==> src/rtl/spi_master_multi_if.sv <==
// ============================================================================
// Module : spi_master_multi_if
// Brief  : Control/serial bundle for spi_master_multi (optional SPI_LSB_FIRST_EN)
// Rev    : 1.0 - initial release
// ============================================================================
`default_nettype none
`timescale 1ns/1ps

interface spi_master_multi_if #(
  parameter int DATA_W = 8,
  parameter int NUM_SS = 2,
  parameter int SEL_W  = 1
);
  logic              start;
  logic [DATA_W-1:0] tx_data;
  logic [SEL_W-1:0]  ss_sel;
  logic              cpol;
  logic              cpha;
`ifdef SPI_LSB_FIRST_EN
  logic              lsb_first;
`endif
  logic              miso;
  logic              sck;
  logic              mosi;
  logic [NUM_SS-1:0] ss_n;
  logic              busy;
  logic              done;
  logic [DATA_W-1:0] rx_data;

  modport master (
`ifdef SPI_LSB_FIRST_EN
    input  lsb_first,
`endif
    input  start, tx_data, ss_sel, cpol, cpha, miso,
    output sck, mosi, ss_n, busy, done, rx_data
  );

  modport slave (
`ifdef SPI_LSB_FIRST_EN
    output lsb_first,
`endif
    output start, tx_data, ss_sel, cpol, cpha, miso,
    input  sck, mosi, ss_n, busy, done, rx_data
  );
endinterface

`default_nettype wire

==> src/rtl/spi_master_multi.sv <==
// ============================================================================
// Module : spi_master_multi
// Brief  : Parametrised 4-mode SPI master, one-hot active-low selects.
//          Define SPI_LSB_FIRST_EN to add per-transfer LSB-first ordering.
// Rev    : 1.0 - initial release
// ============================================================================
`default_nettype none
`timescale 1ns/1ps

module spi_master_multi #(
  parameter int DATA_W  = 8,
  parameter int CLK_DIV = 2,
  parameter int NUM_SS  = 2,
  parameter int SEL_W   = 1
) (
  input  wire logic          clk,
  input  wire logic          rst,
  spi_master_multi_if.master bus
);

  localparam int c_div_w  = $clog2(CLK_DIV + 1);
  localparam int c_edge_w = $clog2(2 * DATA_W + 1);

  typedef enum logic [1:0] {
    S_IDLE  = 2'd0,
    S_SETUP = 2'd1,
    S_XFER  = 2'd2,
    S_HOLD  = 2'd3
  } state_t;

  state_t              r_state, w_state_nxt;
  logic                r_sck, w_sck_nxt;
  logic                r_mosi, w_mosi_nxt;
  logic [NUM_SS-1:0]   r_ss_n, w_ss_n_nxt;
  logic                r_busy, w_busy_nxt;
  logic                r_done, w_done_nxt;
  logic [DATA_W-1:0]   r_rx, w_rx_nxt;
  logic [DATA_W-1:0]   r_shift, w_shift_nxt;
  logic                r_cpha, w_cpha_nxt;
  logic                r_cpol, w_cpol_nxt;
  logic                r_samp, w_samp_nxt;
  logic [c_div_w-1:0]  r_div, w_div_nxt;
  logic [c_edge_w-1:0] r_edge, w_edge_nxt;

  logic                w_lsb;
  logic                w_lsb_in;
  logic                w_lsb_nxt;
  logic [NUM_SS-1:0]   w_ss_dec;
  logic                w_div_term;
  logic                w_last;
  logic                w_tx_cur;
  logic                w_tx_nxt;
  logic [DATA_W-1:0]   w_shift_miso;
  logic [DATA_W-1:0]   w_shift_samp;

`ifdef SPI_LSB_FIRST_EN
  logic r_lsb;
  assign w_lsb_in = bus.lsb_first;
  assign w_lsb    = r_lsb;

  always_ff @(posedge clk or negedge rst) begin
    if (!rst) begin
      r_lsb <= 1'b0;
    end else begin
      r_lsb <= w_lsb_nxt;
    end
  end
`else
  assign w_lsb_in = 1'b0;
  assign w_lsb    = 1'b0;
`endif

  // An out-of-range index decodes to no select, leaving all ss_n high.
  always_comb begin
    w_ss_dec = '0;
    for (int i = 0; i < NUM_SS; i++) begin
      w_ss_dec[i] = (bus.ss_sel == SEL_W'(i));
    end
  end

  assign w_div_term   = (r_div == c_div_w'(CLK_DIV - 1));
  assign w_last       = (r_edge == c_edge_w'(2 * DATA_W - 1));
  assign w_tx_cur     = w_lsb ? r_shift[0] : r_shift[DATA_W-1];
  assign w_tx_nxt     = w_lsb ? r_shift[1] : r_shift[DATA_W-2];
  assign w_shift_miso = w_lsb ? {bus.miso, r_shift[DATA_W-1:1]}
                              : {r_shift[DATA_W-2:0], bus.miso};
  assign w_shift_samp = w_lsb ? {r_samp, r_shift[DATA_W-1:1]}
                              : {r_shift[DATA_W-2:0], r_samp};

  always_ff @(posedge clk or negedge rst) begin
    if (!rst) begin
      r_state <= S_IDLE;
      r_sck   <= 1'b0;
      r_mosi  <= 1'b0;
      r_ss_n  <= '1;
      r_busy  <= 1'b0;
      r_done  <= 1'b0;
      r_rx    <= '0;
      r_shift <= '0;
      r_cpol  <= 1'b0;
      r_cpha  <= 1'b0;
      r_samp  <= 1'b0;
      r_div   <= '0;
      r_edge  <= '0;
    end else begin
      r_state <= w_state_nxt;
      r_sck   <= w_sck_nxt;
      r_mosi  <= w_mosi_nxt;
      r_ss_n  <= w_ss_n_nxt;
      r_busy  <= w_busy_nxt;
      r_done  <= w_done_nxt;
      r_rx    <= w_rx_nxt;
      r_shift <= w_shift_nxt;
      r_cpol  <= w_cpol_nxt;
      r_cpha  <= w_cpha_nxt;
      r_samp  <= w_samp_nxt;
      r_div   <= w_div_nxt;
      r_edge  <= w_edge_nxt;
    end
  end

  always_comb begin
    w_state_nxt = r_state;
    w_sck_nxt   = r_sck;
    w_mosi_nxt  = r_mosi;
    w_ss_n_nxt  = r_ss_n;
    w_busy_nxt  = r_busy;
    w_done_nxt  = 1'b0;
    w_rx_nxt    = r_rx;
    w_shift_nxt = r_shift;
    w_cpol_nxt  = r_cpol;
    w_cpha_nxt  = r_cpha;
    w_lsb_nxt   = w_lsb;
    w_samp_nxt  = r_samp;
    w_div_nxt   = r_div;
    w_edge_nxt  = r_edge;

    case (r_state)
      S_IDLE: begin
        w_sck_nxt  = bus.cpol;
        w_div_nxt  = '0;
        w_edge_nxt = '0;
        if (bus.start) begin
          w_shift_nxt = bus.tx_data;
          w_cpol_nxt  = bus.cpol;
          w_cpha_nxt  = bus.cpha;
          w_lsb_nxt   = w_lsb_in;
          w_ss_n_nxt  = ~w_ss_dec;
          w_busy_nxt  = 1'b1;
          w_state_nxt = S_SETUP;
          if (!bus.cpha) begin
            w_mosi_nxt = w_lsb_in ? bus.tx_data[0] : bus.tx_data[DATA_W-1];
          end
        end
      end

      S_SETUP: begin
        if (w_div_term) begin
          w_div_nxt   = '0;
          w_state_nxt = S_XFER;
        end else begin
          w_div_nxt = r_div + 1'b1;
        end
      end

      S_XFER: begin
        if (w_div_term) begin
          w_div_nxt  = '0;
          w_sck_nxt  = ~r_sck;
          w_edge_nxt = r_edge + 1'b1;
          // Even count before the toggle means this edge is a leading one.
          if (!r_edge[0]) begin
            if (r_cpha) begin
              w_mosi_nxt = w_tx_cur;
            end else begin
              w_samp_nxt = bus.miso;
            end
          end else begin
            if (r_cpha) begin
              w_shift_nxt = w_shift_miso;
            end else begin
              w_shift_nxt = w_shift_samp;
              if (!w_last) begin
                w_mosi_nxt = w_tx_nxt;
              end
            end
          end
          if (w_last) begin
            w_state_nxt = S_HOLD;
          end
        end else begin
          w_div_nxt = r_div + 1'b1;
        end
      end

      S_HOLD: begin
        if (r_div == c_div_w'(CLK_DIV)) begin
          w_div_nxt   = '0;
          w_ss_n_nxt  = '1;
          w_busy_nxt  = 1'b0;
          w_rx_nxt    = r_shift;
          w_done_nxt  = 1'b1;
          w_state_nxt = S_IDLE;
        end else begin
          w_div_nxt = r_div + 1'b1;
        end
      end

      default: begin
        w_state_nxt = S_IDLE;
      end
    endcase
  end

  assign bus.sck     = r_sck;
  assign bus.mosi    = r_mosi;
  assign bus.ss_n    = r_ss_n;
  assign bus.busy    = r_busy;
  assign bus.done    = r_done;
  assign bus.rx_data = r_rx;

endmodule

`default_nettype wire

==> src/flat_wrapper.sv <==
// flat-port wrapper written by rule: the top's interface ports become plain ports
module spi_master_multi_flat 
#(
  parameter int DATA_W  = 8,
  parameter int CLK_DIV = 2,
  parameter int NUM_SS  = 2,
  parameter int SEL_W   = 1
)
  (clk, rst, bus_start, bus_tx_data, bus_ss_sel, bus_cpol, bus_cpha, bus_miso, bus_sck, bus_mosi, bus_ss_n, bus_busy, bus_done, bus_rx_data);
  spi_master_multi_if #(.DATA_W(DATA_W), .NUM_SS(NUM_SS), .SEL_W(SEL_W)) bus_i ();
  input  wire logic clk;
  input  wire logic rst;
  input wire logic [$bits(bus_i.start)-1:0] bus_start;
  input wire logic [$bits(bus_i.tx_data)-1:0] bus_tx_data;
  input wire logic [$bits(bus_i.ss_sel)-1:0] bus_ss_sel;
  input wire logic [$bits(bus_i.cpol)-1:0] bus_cpol;
  input wire logic [$bits(bus_i.cpha)-1:0] bus_cpha;
  input wire logic [$bits(bus_i.miso)-1:0] bus_miso;
  output wire logic [$bits(bus_i.sck)-1:0] bus_sck;
  output wire logic [$bits(bus_i.mosi)-1:0] bus_mosi;
  output wire logic [$bits(bus_i.ss_n)-1:0] bus_ss_n;
  output wire logic [$bits(bus_i.busy)-1:0] bus_busy;
  output wire logic [$bits(bus_i.done)-1:0] bus_done;
  output wire logic [$bits(bus_i.rx_data)-1:0] bus_rx_data;
  assign bus_i.start = bus_start;
  assign bus_i.tx_data = bus_tx_data;
  assign bus_i.ss_sel = bus_ss_sel;
  assign bus_i.cpol = bus_cpol;
  assign bus_i.cpha = bus_cpha;
  assign bus_i.miso = bus_miso;
  assign bus_sck = bus_i.sck;
  assign bus_mosi = bus_i.mosi;
  assign bus_ss_n = bus_i.ss_n;
  assign bus_busy = bus_i.busy;
  assign bus_done = bus_i.done;
  assign bus_rx_data = bus_i.rx_data;
  spi_master_multi #(.DATA_W(DATA_W), .CLK_DIV(CLK_DIV), .NUM_SS(NUM_SS), .SEL_W(SEL_W)) u_core (.clk(clk), .rst(rst), .bus(bus_i));
endmodule
==> config.mk <==
export PLATFORM = sky130hd
export DESIGN_NAME = spi_master_multi_flat
export DESIGN_NICKNAME = d
export VERILOG_FILES = /design/src/rtl/spi_master_multi_if.sv /design/src/rtl/spi_master_multi.sv /design/src/flat_wrapper.sv
export SDC_FILE = /design/constraint.sdc
export NUM_CORES = 1
export LEC_CHECK = 0
export CAP_MARGIN = 30
export CORE_AREA = 5 5 98 54
export DETAILED_ROUTE_END_ITERATION = 8
export DIE_AREA = 0 0 103 59
export PLACE_DENSITY = 0.65
export SETUP_SLACK_MARGIN = 0.4
export SKIP_CTS_REPAIR_TIMING = 1
export SKIP_LAST_GASP = 1
export SLEW_MARGIN = 15
export SYNTH_ARGS = -nofsm -noshare
export SYNTH_HDL_FRONTEND = slang
export SYNTH_SLANG_ARGS = --single-unit
==> constraint.sdc <==
create_clock -name clk -period 3.2 [get_ports clk]
set_input_delay 0.48 -clock clk [delete_from_list [all_inputs] [get_ports clk]]
set_output_delay 0.48 -clock clk [all_outputs]
set_load 0.02 [all_outputs]
After elaboration in Yosys (flattened, before gate mapping)
Cells that the tools add are included.
{"block": "classes", "reduce_logical": 12, "eq_ne": 16, "mux": 34, "bitwise_logic": 5, "addsub": 2}
{"cell": "8-bit two-way mux", "count": 3}
{"cell": "2-bit two-way mux", "count": 9}
{"cell": "8-bit one-hot mux with 2 select lines", "count": 1}
{"cell": "1-bit two-way mux", "count": 13}
{"cell": "2-bit by 1-bit inequality test with 1-bit output (second input constant)", "count": 5}
{"cell": "5-bit one-hot mux with 2 select lines", "count": 1}
{"cell": "2-bit one-hot mux with 4 select lines", "count": 1}
{"cell": "4-bit AND reduction", "count": 2}
{"cell": "7-bit AND reduction", "count": 1}
{"cell": "2-bit == test (second input constant)", "count": 3}
{"cell": "1-bit one-hot mux with 2 select lines", "count": 3}
{"cell": "2-bit one-hot mux with 3 select lines", "count": 1}
{"cell": "2-bit AND reduction", "count": 3}
{"cell": "5-bit by 1-bit adder with 5-bit output (second input constant)", "count": 1}
{"cell": "5-bit by 4-bit == test with 1-bit output (second input constant)", "count": 1}
{"cell": "5-bit two-way mux", "count": 1}
{"cell": "5-bit AND reduction", "count": 1}
{"cell": "2-bit by 1-bit == test with 1-bit output (second input constant)", "count": 2}
{"cell": "2-bit inequality test (second input constant)", "count": 2}
{"cell": "1-bit NOT", "count": 4}
{"cell": "2-bit one-hot mux with 2 select lines", "count": 1}
{"cell": "2-bit nonzero test", "count": 2}
{"cell": "3-bit by 1-bit inequality test with 1-bit output (second input constant)", "count": 1}
{"cell": "3-bit by 2-bit inequality test with 1-bit output (second input constant)", "count": 1}
{"cell": "other kinds (6)", "count": 6}
{"block": "totals", "out_inout_bits": 14, "register_bits": 33, "inputBits": 15, "wordCells": 81}

Longest topological paths before layout
{"block": "logic_depth", "depth_word": 6, "depth_mapped": 8, "ltp_nobuf": 7}

Worst setup path before layout
No wires, ideal clock.
{"block": "synth_timing", "path_type": "flip-flop to flip-flop", "start": "reg u_core.r_edge[1]", "end": "reg u_core.r_state[1]", "setup_time_ns": 0.128, "synth_period_minus_slack_ns": 1.619, "arrival_time_ns": 1.491, "path_buffers": 0, "required_ns": 3.072, "path_stages_with_launch": 8, "path_slack_ns": 1.581, "path_cell_list": "dfrtp_1 ha_1 and3_1 ha_1 nand3b_1 a21oi_1 o21ai_1 mux2_1"}
{"block": "synth_via", "elab_chain_cells": 3}
{"item": "start: declaration", "line_no": "spi_master_multi.sv:43", "source": "logic [c_edge_w-1:0] r_edge, w_edge_nxt;"}
{"item": "start signal: assignment", "line_no": "spi_master_multi.sv:118", "source": "r_edge <= w_edge_nxt;"}
{"item": "5-bit by 4-bit == test with 1-bit output", "line_no": "spi_master_multi.sv:82", "source": "assign w_last = (r_edge == c_edge_w'(2 * DATA_W - 1));"}
{"item": "2-bit by 1-bit inequality test with 1-bit output (no source line)"}
{"item": "5-bit AND reduction (no source line)"}
{"item": "end signal: assignment", "line_no": "spi_master_multi.sv:106", "source": "r_state <= w_state_nxt;"}
{"item": "end: declaration", "line_no": "spi_master_multi.sv:31", "source": "state_t r_state, w_state_nxt;"}
No other way between the ends.
A chain may end at the register's enable or synchronous reset.

Worst setup path in the final report
{"block": "layout_timing", "start": "reg u_core.r_state[0]", "end": "reg u_core.r_shift[0]"}
{"block": "layout_via", "elab_chain_cells": 3, "word_cells_on_any_way": 8, "classes_between": "eq/ne (4); mux (1); reduce/logical (3)"}
{"item": "2-bit == test or 2-bit zero test (tied branches)", "line_no": "spi_master_multi.sv:138", "source": "case (r_state)"}
{"item": "2-bit by 1-bit inequality test with 1-bit output (no source line) (tied with other cells)"}
{"item": "4-bit AND reduction (no source line)"}
{"item": "end signal: assignment", "line_no": "spi_master_multi.sv:113", "source": "r_shift <= w_shift_nxt;"}
{"item": "end: declaration", "line_no": "spi_master_multi.sv:38", "source": "logic [DATA_W-1:0] r_shift, w_shift_nxt;"}
Several ways; a longest one is shown, not always the timed one.

==> summary.md <==
| Metric | Value |
|---|---|
| Run status | `finished, final reports clean` |
| Post-Syn Area | `0.00167 mm²` |
| Hold crit path type | `reg -> reg` |
| Area enclosed by the die boundary | `between 0.006 and 0.007 mm²` |
| CTS root buf | `clkbuf_8` |
| Synth async-reset ratio | `100%` |
| Global-route congestion overflow total | `0` |
| Max FO, Critical Path | `15` |
| Clock slew at reported path FFs | `about 0.070 ns` |
| Cells traversed along the worst timing path | `inv_1, ha_1, nand2b_1, a21oi_4, mux2_1` |
| Number of hold-slack violations in the final timing report | `0` |
| Total via count in the routed design | `1,197` |
| Top-level I/O count | `29` |
| Critical Path Slowest Stage Cell | `ha_1` |
| Most frequent cells after synthesis | `31 x dfrtp_1, 17 x a21oi_1, 14 x nor2_1, 13 x mux2_1, 10 x mux2i_1` |
| Transition time at the pin with the least slew margin | `between 0.4 and 0.5 ns` |
| Slew HR | `a little under three quarters` |
| Power Density | `approximately 950 mW/mm²` |
| Clock net sink count | `33` |
| Initial core utilization | `slightly below 40%` |
| Number of filler instances in the final layout | `404` |
| CP peak stage delay | `0.43 ns` |
| Layout area overhead | `26.2%` |
| Synth Area per Inst | `between 10 and 15 µm²` |
| Total power of the final layout | `around 2 mW` |
| Fraction of final layout cells with drive strength greater than 1 | `between 10% and 20%` |
| Number of antenna cells inserted | `0` |
| Overall routed net length | `between 3000 and 4000 µm` |
| Part of the Yosys area used for sequential elements | `between 40% and 50%` |
| Number of port buffers | `28` |
| Number of global-route vias before repair | `1,260` |
| Endpoint class of the critical path | `flop` |
| Die W | `approximately 100 µm` |
| Starting DRT DRC Count | `22` |
| Core area | `~0.0043 mm²` |
| CP arrival | `around 2.3 ns` |
| Post-detailed-placement half-perimeter wirelength | `between 2000 and 2500 µm` |
| Slew Limit Fails | `0` |
| Top flip-flop cell by instance count after synthesis | `dfrtp_1` |
| CTS HTree Levels | `2` |
| Synth Net Count | `173` |
| First-pass GRT wire length | `5700 µm` |
| Total number of placement rows | `17` |
| Setup repair after global routing missed its margin | `false` |
| Type of element launching the critical path | `flop` |
| Number of enable flip-flop cells after synthesis | `0` |
| Tcrit/Tclk final | `66.0%` |
| Min Clock Period, post-route | `~2.1 ns` |
| Routed length per placed instance | `between 10 and 15 µm` |
| Leading cell types by total area after synthesis | `dfrtp_1 46%, mux2_1 8.8%, mux2i_1 6.0%` |
| Cell count after synthesis | `around 150` |
| Largest voltage drop on the vdd net | `~0.35 mV` |
| Via count normalized by instance count | `approximately 5.0` |
| Clock tree from TritonCTS | `built` |
| Die Ht | `59 µm` |
| RD Place Congestion | `0.796` |
| Number of search-and-repair iterations in the first detailed-routing pass | `4` |
| Category of the most critical setup path | `reg -> reg` |
| TNS Setup | `0 ns` |
| Count of maximum capacitance violations | `0` |
| Count of warnings emitted by yosys | `0` |
| Layout Skew | `0.00407 ns` |
| Area fraction of the dominant cell type after synthesis | `a little under half` |
| Nets@finish | `between 200 and 250` |
| Seq cells post-synth | `33` |
| Global Route Usage Sum | `between 10 and 15%` |
| Largest area contributor in the netlist | `dfrtp_1` |
| Largest net degree at the start of global routing | `34` |
| DRC violation count after routing | `0` |
| Initial antenna violation count | `0` |
| Most frequent cell after synthesis | `dfrtp_1` |
| Static power due to leakage | `0.895 nW` |
| Required time of the critical path | `approximately 3.4 ns` |
| Fmax | `approximately 0.47 GHz` |
| Source-to-sink clock delay at the later pin of the worst-skew pair | `~0.28 ns` |
| Maximum buffer depth of the clock tree | `2` |
| Post-detailed-route count of antenna-violating nets | `0` |
| Count of final setup violators | `0` |
| Number of different library cells in the post-synthesis netlist | `36` |
| Clock buffer count from CTS | `5` |
==> registers in the layout, summed over array words and instances (netlist names) <==
register,count
u_core.bus.busy,1
u_core.bus.done,1
u_core.bus.rx_data,8
u_core.bus.mosi,1
u_core.r_shift,8
u_core.bus.sck,1
u_core.r_edge,5
u_core.r_state,2
u_core.r_cpha,1
u_core.r_samp,1
u_core.r_div,2
u_core.bus.ss_n,2
==> path summary, 6_finish.rpt <==
check | start | to | slack [ns] | depth (start not counted)
worst min register to register | u_core.r_edge[3]$_DFFE_PN0P_ | u_core.r_edge[3]$_DFFE_PN0P_ | 0.47 | 1
worst min-delay path | u_core.r_edge[3]$_DFFE_PN0P_ | u_core.r_edge[3]$_DFFE_PN0P_ | 0.47 | 1
max in group asynchronous | rst | u_core.bus.ss_n[0]$_DFFE_PN1P_ | 2.28 | 2
min in group asynchronous | rst | u_core.bus.rx_data[6]$_DFFE_PN0P_ | 0.60 | 2
worst max-delay path | u_core.r_state[0]$_DFFE_PN0P_ | u_core.r_shift[0]$_DFFE_PN0P_ | 1.09 | 5
worst max register to register | u_core.r_state[0]$_DFFE_PN0P_ | u_core.r_shift[0]$_DFFE_PN0P_ | 1.09 | 5
==> where the power goes <==
group / total (mW) / switching, mW / internal [mW] / leakage [nW]
registers: 0.719 / 0.137 / 0.582 / 0.390
clock network: 0.405 / 0.152 / 0.253 / 0.0574
logic: 0.883 / 0.474 / 0.410 / 0.447
total: 2.01 / 0.762 / 1.25 / 0.895
==> worst max-delay path: cells and delay by family, from the launching register on <==
family,cells,cell delay [ns]
adder cells (fa/ha/maj),1,0.43
flip-flops,1,0.41
buffers and inverters,1,0.10
AND/OR/NAND/NOR,1,0.25
AO/OA/AOI/OAI,1,0.43
multiplexers,1,0.37
==> metrics by stage <==
stage	utilization, %	hold slack [ns]	worst slack, ns	cells	cell area [µm²]
2_1_floorplan	-	0.184	1.58	152	1670
3_3_place_gp	46.2	0.465	1.18	231	1990
3_5_place_dp	46.2	0.470	1.09	231	1990
4_1_cts	49.0	0.479	1.08	239	2110
5_1_grt	49.0	0.506	0.894	239	2110
6_report	49.0	0.475	1.09	239	2110
==> layer usage <==
metal | wire length, µm | share of wire (%) | vias up | global-route usage (%)
li1 | - | - | 592 | -
met1 | 1580 | 48 | 579 | 15.9
met2 | 1570 | 48 | 21 | 20.0
met3 | 98 | 3.0 | 5 | 3.53
met4 | 44 | 1.3 | 0 | 4.98
met5 | 0 | 0 | - | 0
==> cell families (layout without fill, tap and decap cells) <==
family,Yosys count,after routing,share of synthesized area [%]
multiplexers,23,23,14.8
flip-flops,33,33,49.6
AO/OA/AOI/OAI,35,35,13.0
AND/OR/NAND/NOR,40,40,13.2
XOR/XNOR,1,1,0.525
adder cells (fa/ha/maj),6,6,4.50
buffers and inverters,14,44,4.35
==> cell type report <==
cell class              count  area [µm²]  share of cell area [%]
flip-flops and latches     33         828                    39.3
multi-input cells         105         768                    36.5
repair buffers             30         295                    14.0
clock buffers               6        82.6                    3.92
well taps                  57        71.3                    3.39
clock inverters             2        37.5                    1.78
inverters                   6        22.5                    1.07
==> layout by cell type (no fill, tap or decap), types with 2 or more instances in the layout <==
cell and instances:
mux2_1 13, inv_1 5, mux2i_1 10, o21ai_1 2, o22a_1 3, clkdlybuf4s50_1 28, nand3_1 4, o21ai_0 5
buf_4 2, ha_1 6, dfrtp_1 31, a21oi_1 17, nor2_1 14, clkbuf_8 6, nand2_1 5, dfstp_2 2
nand2b_1 4, a21oi_2 3, nor3_1 4
Power figures use the tool's default switching activity.
